`src/rtl/copy.sv`:
```
// rtl/copy.sv - one-to-two token duplicator with a private holding register per output
// Optional accepted-token counter port tok_cnt is enabled by defining COPY_CNT_EN.
module copy #(
    parameter int WIDTH = 8
) (
    input  logic             clk,
    input  logic             rst,
    input  logic [WIDTH-1:0] L_data,
    input  logic             L_valid,
    output logic             L_ready,
    output logic [WIDTH-1:0] R0_data,
    output logic             R0_valid,
    input  logic             R0_ready,
    output logic [WIDTH-1:0] R1_data,
    output logic             R1_valid,
    input  logic             R1_ready
`ifdef COPY_CNT_EN
    ,
    output logic [15:0]      tok_cnt
`endif
);

    logic l_xfer;

    // Accept only when both holding registers are empty or draining this edge,
    // so a new token never overwrites an undelivered copy.
    assign L_ready = !rst && (!R0_valid || R0_ready) && (!R1_valid || R1_ready);
    assign l_xfer  = L_valid && L_ready;

    always_ff @(posedge clk) begin
        if (rst) begin
            R0_valid <= 1'b0;
            R1_valid <= 1'b0;
            R0_data  <= '0;
            R1_data  <= '0;
        end else if (l_xfer) begin
            R0_valid <= 1'b1;
            R1_valid <= 1'b1;
            R0_data  <= L_data;
            R1_data  <= L_data;
        end else begin
            if (R0_ready) R0_valid <= 1'b0;
            if (R1_ready) R1_valid <= 1'b0;
        end
    end

`ifdef COPY_CNT_EN
    always_ff @(posedge clk) begin
        if (rst) begin
            tok_cnt <= 16'd0;
        end else if (l_xfer) begin
            tok_cnt <= tok_cnt + 16'd1;
        end
    end
`endif

endmodule

```
`config.mk`:
```
export PLATFORM = sky130hd
export DESIGN_NAME = copy
export DESIGN_NICKNAME = d
export VERILOG_FILES = /design/src/rtl/copy.sv
export SDC_FILE = /design/constraint.sdc
export NUM_CORES = 1
export LEC_CHECK = 0
export ABC_CLOCK_PERIOD_IN_PS = 1400
export CELL_PAD_IN_SITES_DETAIL_PLACEMENT = 0
export CELL_PAD_IN_SITES_GLOBAL_PLACEMENT = 1
export CORE_UTILIZATION = 25
export CTS_BUF_LIST = sky130_fd_sc_hd__clkbuf_4
export DETAILED_ROUTE_END_ITERATION = 16
export HOLD_SLACK_MARGIN = 0.08
export PLACE_DENSITY = 0.75
export SLEW_MARGIN = 20
export SYNTH_ARGS = -nofsm -noshare
export SYNTH_HDL_FRONTEND = slang
export SYNTH_SLANG_ARGS = --single-unit
```
`constraint.sdc`:
```
create_clock -name clk -period 1.4 [get_ports clk]
set_input_delay 0.35 -clock clk [delete_from_list [all_inputs] [get_ports clk]]
set_output_delay 0.35 -clock clk [all_outputs]
set_load 0.005 [all_outputs]
```
==> flow_metrics.env <==
export IMPL_grt_first_pass_wirelength_microns=1610
export IMPL_via_per_inst=4.08
export IMPL_rows=15
export IMPL_ys_seq_area_frac=0.420
export IMPL_stdcell_area_sq_um=847
export IMPL_drc_errors=0
export IMPL_yosysUniqueCellTypes=12
export IMPL_grt_use_total=0.115
export IMPL_antenna_found_initial=0
export IMPL_worstSetupPathType="input port to output port"
export IMPL_rsz0062_at_grt="false"
export IMPL_leakage_nw=0.448
export IMPL_place_inst=91
export IMPL_multiInputGateArea_sq_um=240
export IMPL_num_vias=412
export IMPL_io_buffers=31
export IMPL_seqCellArea_sq_um=213
export IMPL_htreeDepth=1
export IMPL_die_h_microns=45.7
export IMPL_ir_worst_vdd_mv=0.294
export IMPL_setup_tns_final_ns=0
export IMPL_finalClockSkew_ns=0.00686
export IMPL_start_util=0.270
export IMPL_grt_pass1_vias=374
export IMPL_finalSetupViolations=0
export IMPL_hold_viol=0
export IMPL_drv_slew=0
export IMPL_yosys_area_top_type_share=0.420
export IMPL_cts_tree="done"
export IMPL_ioPinCount=32
export IMPL_crit_required_ns=1.05
export IMPL_slew_headroom=0.861
export IMPL_firstDrtPassIters=2
export IMPL_routed_wirelength_microns=1110
export IMPL_synth_area_sq_um=477
export IMPL_die_area_sq_um=2090
export IMPL_fin_cells=101
export IMPL_period_needed_ns=1.38
export IMPL_diodes=0
export IMPL_max_cap_violations=0
export IMPL_overflow=0
export IMPL_synth_nets=55
export IMPL_syn_inst=42
export IMPL_hold_path_class="flip-flop to flip-flop"
export IMPL_grt_max_degree=11
export IMPL_synth_area_leader_cell="dfxtp_1"
export IMPL_fin_ws_ns=0.0171
export IMPL_clkSlewWorstSetupHoldPaths_ns=0.07
export IMPL_tightest_slew_ns=0.208
export IMPL_min_period_over_period=0.988
export IMPL_critical_path_max_fanout=2
export IMPL_clock_latency_ns=0.27
export IMPL_hold_buffers=0
export IMPL_max_freq_ghz=0.723
export IMPL_ys_seq_elements=10
export IMPL_total_power_mw=0.704
export IMPL_postRouteAntennaNets=0
export IMPL_cp_end_kind="output port"
export IMPL_cts_root_buf="clkbuf_4"
export IMPL_preCtsSetupSlack_ns=-0.537
export IMPL_numCtsBuffers=3
export IMPL_pwr_density_cell_nw_per_um2=831
export IMPL_dieWidth_microns=45.7
export IMPL_cts_path_max_buffers=2
export IMPL_num_fill_cells=196
export IMPL_cp_start_kind="input port"
export IMPL_drt_iter0_drc=2
export IMPL_synth_area_per_cell_sq_um=11.4
export IMPL_crit_arrival_ns=1.03
export IMPL_wl_per_cell_microns=11.0
export IMPL_area_growth_syn_to_layout_pct=77.7
export IMPL_design_core_area_sq_um=1760
export IMPL_gp_congestion=0.729
export IMPL_ys_top_cells_by_area="dfxtp_1 42%, mux2_2 19%, buf_4 13%, and2b_1 9.4%, nand4b_4 5.0%"
export IMPL_status="finished clean"
export IMPL_postPlaceCellArea_sq_um=768
export IMPL_drive_gt1_frac=0.434
export IMPL_nNetsFinal=90
export IMPL_clock_sinks=10
export IMPL_synth_warnings=0
==> area by class of cell <==
cell class	count	area share
timing repair buffer	38	0.397
multi-input combinational	24	0.284
sequential	10	0.251
tap	25	0.0369
clock buffer	3	0.0266
clock inverter	1	0.00443
==> cell families after synthesis <==
| group | synth area share |
|---|---|
| simple gates | 0.234 |
| flops | 0.420 |
| buf+inv | 0.136 |
| mux | 0.189 |
| compound gates | 0.0210 |
==> metal layers <==
| metal | vias up | wire length, microns | track usage |
|---|---|---|---|
| met3 | 4 | 77 | 0.0238 |
| met1 | 183 | 467 | 0.126 |
| met4 | 0 | 26 | 0.109 |
| li1 | 203 | - | - |
| met2 | 22 | 542 | 0.183 |
| met5 | - | 0 | 0 |
==> path summary, 6_finish.rpt <==
check                                start  slack (ns)  depth (start not counted)          to
worst max-delay path                   rst        0.02                          3     L_ready
worst min-delay path            R1_data[2]        0.59                          2  R1_data[2]
worst min register to register  R1_data[2]        0.59                          2  R1_data[2]
worst max register to register    R0_valid        0.18                          5  R1_data[7]
==> worst max-delay path, stage by stage <==
cell,delay (ns)
clkdlybuf4s50_1,0.50
nor2_1,0.06
buf_2,0.12
==> Yosys cell counts, drive strengths merged <==
master,count
nor2,1
nor2b,2
nand2b,2
nand4b,1
and2b,6
a21oi,2
buf,9
nand2,1
mux2,8
dfxtp,10
==> sequential cells by signal (all words and copies together), names as in the netlist <==
name,cells
R0_valid,1
R1_data,8
R1_valid,1
==> repair_timing <==
action	in CTS	in global routing
setup buffers	6	0
resized for setup	36	0
endpoints found under the setup margin	27	1
pin swaps	1	1
gates cloned	1	0
==> report_power, final <==
part / total [mW] / switching (mW) / internal, mW
sequential: 0.324 / 0.0128 / 0.311
clock: 0.211 / 0.108 / 0.103
combinational: 0.169 / 0.0532 / 0.115
total: 0.704 / 0.174 / 0.530
==> cell usage in the layout, fill, tap and decap left out <==
cell / n
dlygate4sd2_1: 20
nor2_1: 1
buf_2: 1
nand4b_4: 2
clkinv_1: 1
mux2_2: 8
nor2b_1: 2
nand2b_4: 2
and2b_1: 6
dfxtp_2: 10
clkdlybuf4s50_1: 10
buf_4: 6
buf_6: 1
clkbuf_4: 3
nand2_1: 1
a21oi_1: 2
==> through the flow <==
| step | util | hold slack [ns] |
|---|---|---|
| floorplan | - | 0.494 |
| global placement | 0.435 | 0.529 |
| detailed placement | 0.435 | 0.526 |
| CTS | 0.484 | 0.594 |
| global route | 0.480 | 0.616 |
| finish | 0.480 | 0.586 |
Note: power is estimated with default switching activity, not from simulation.
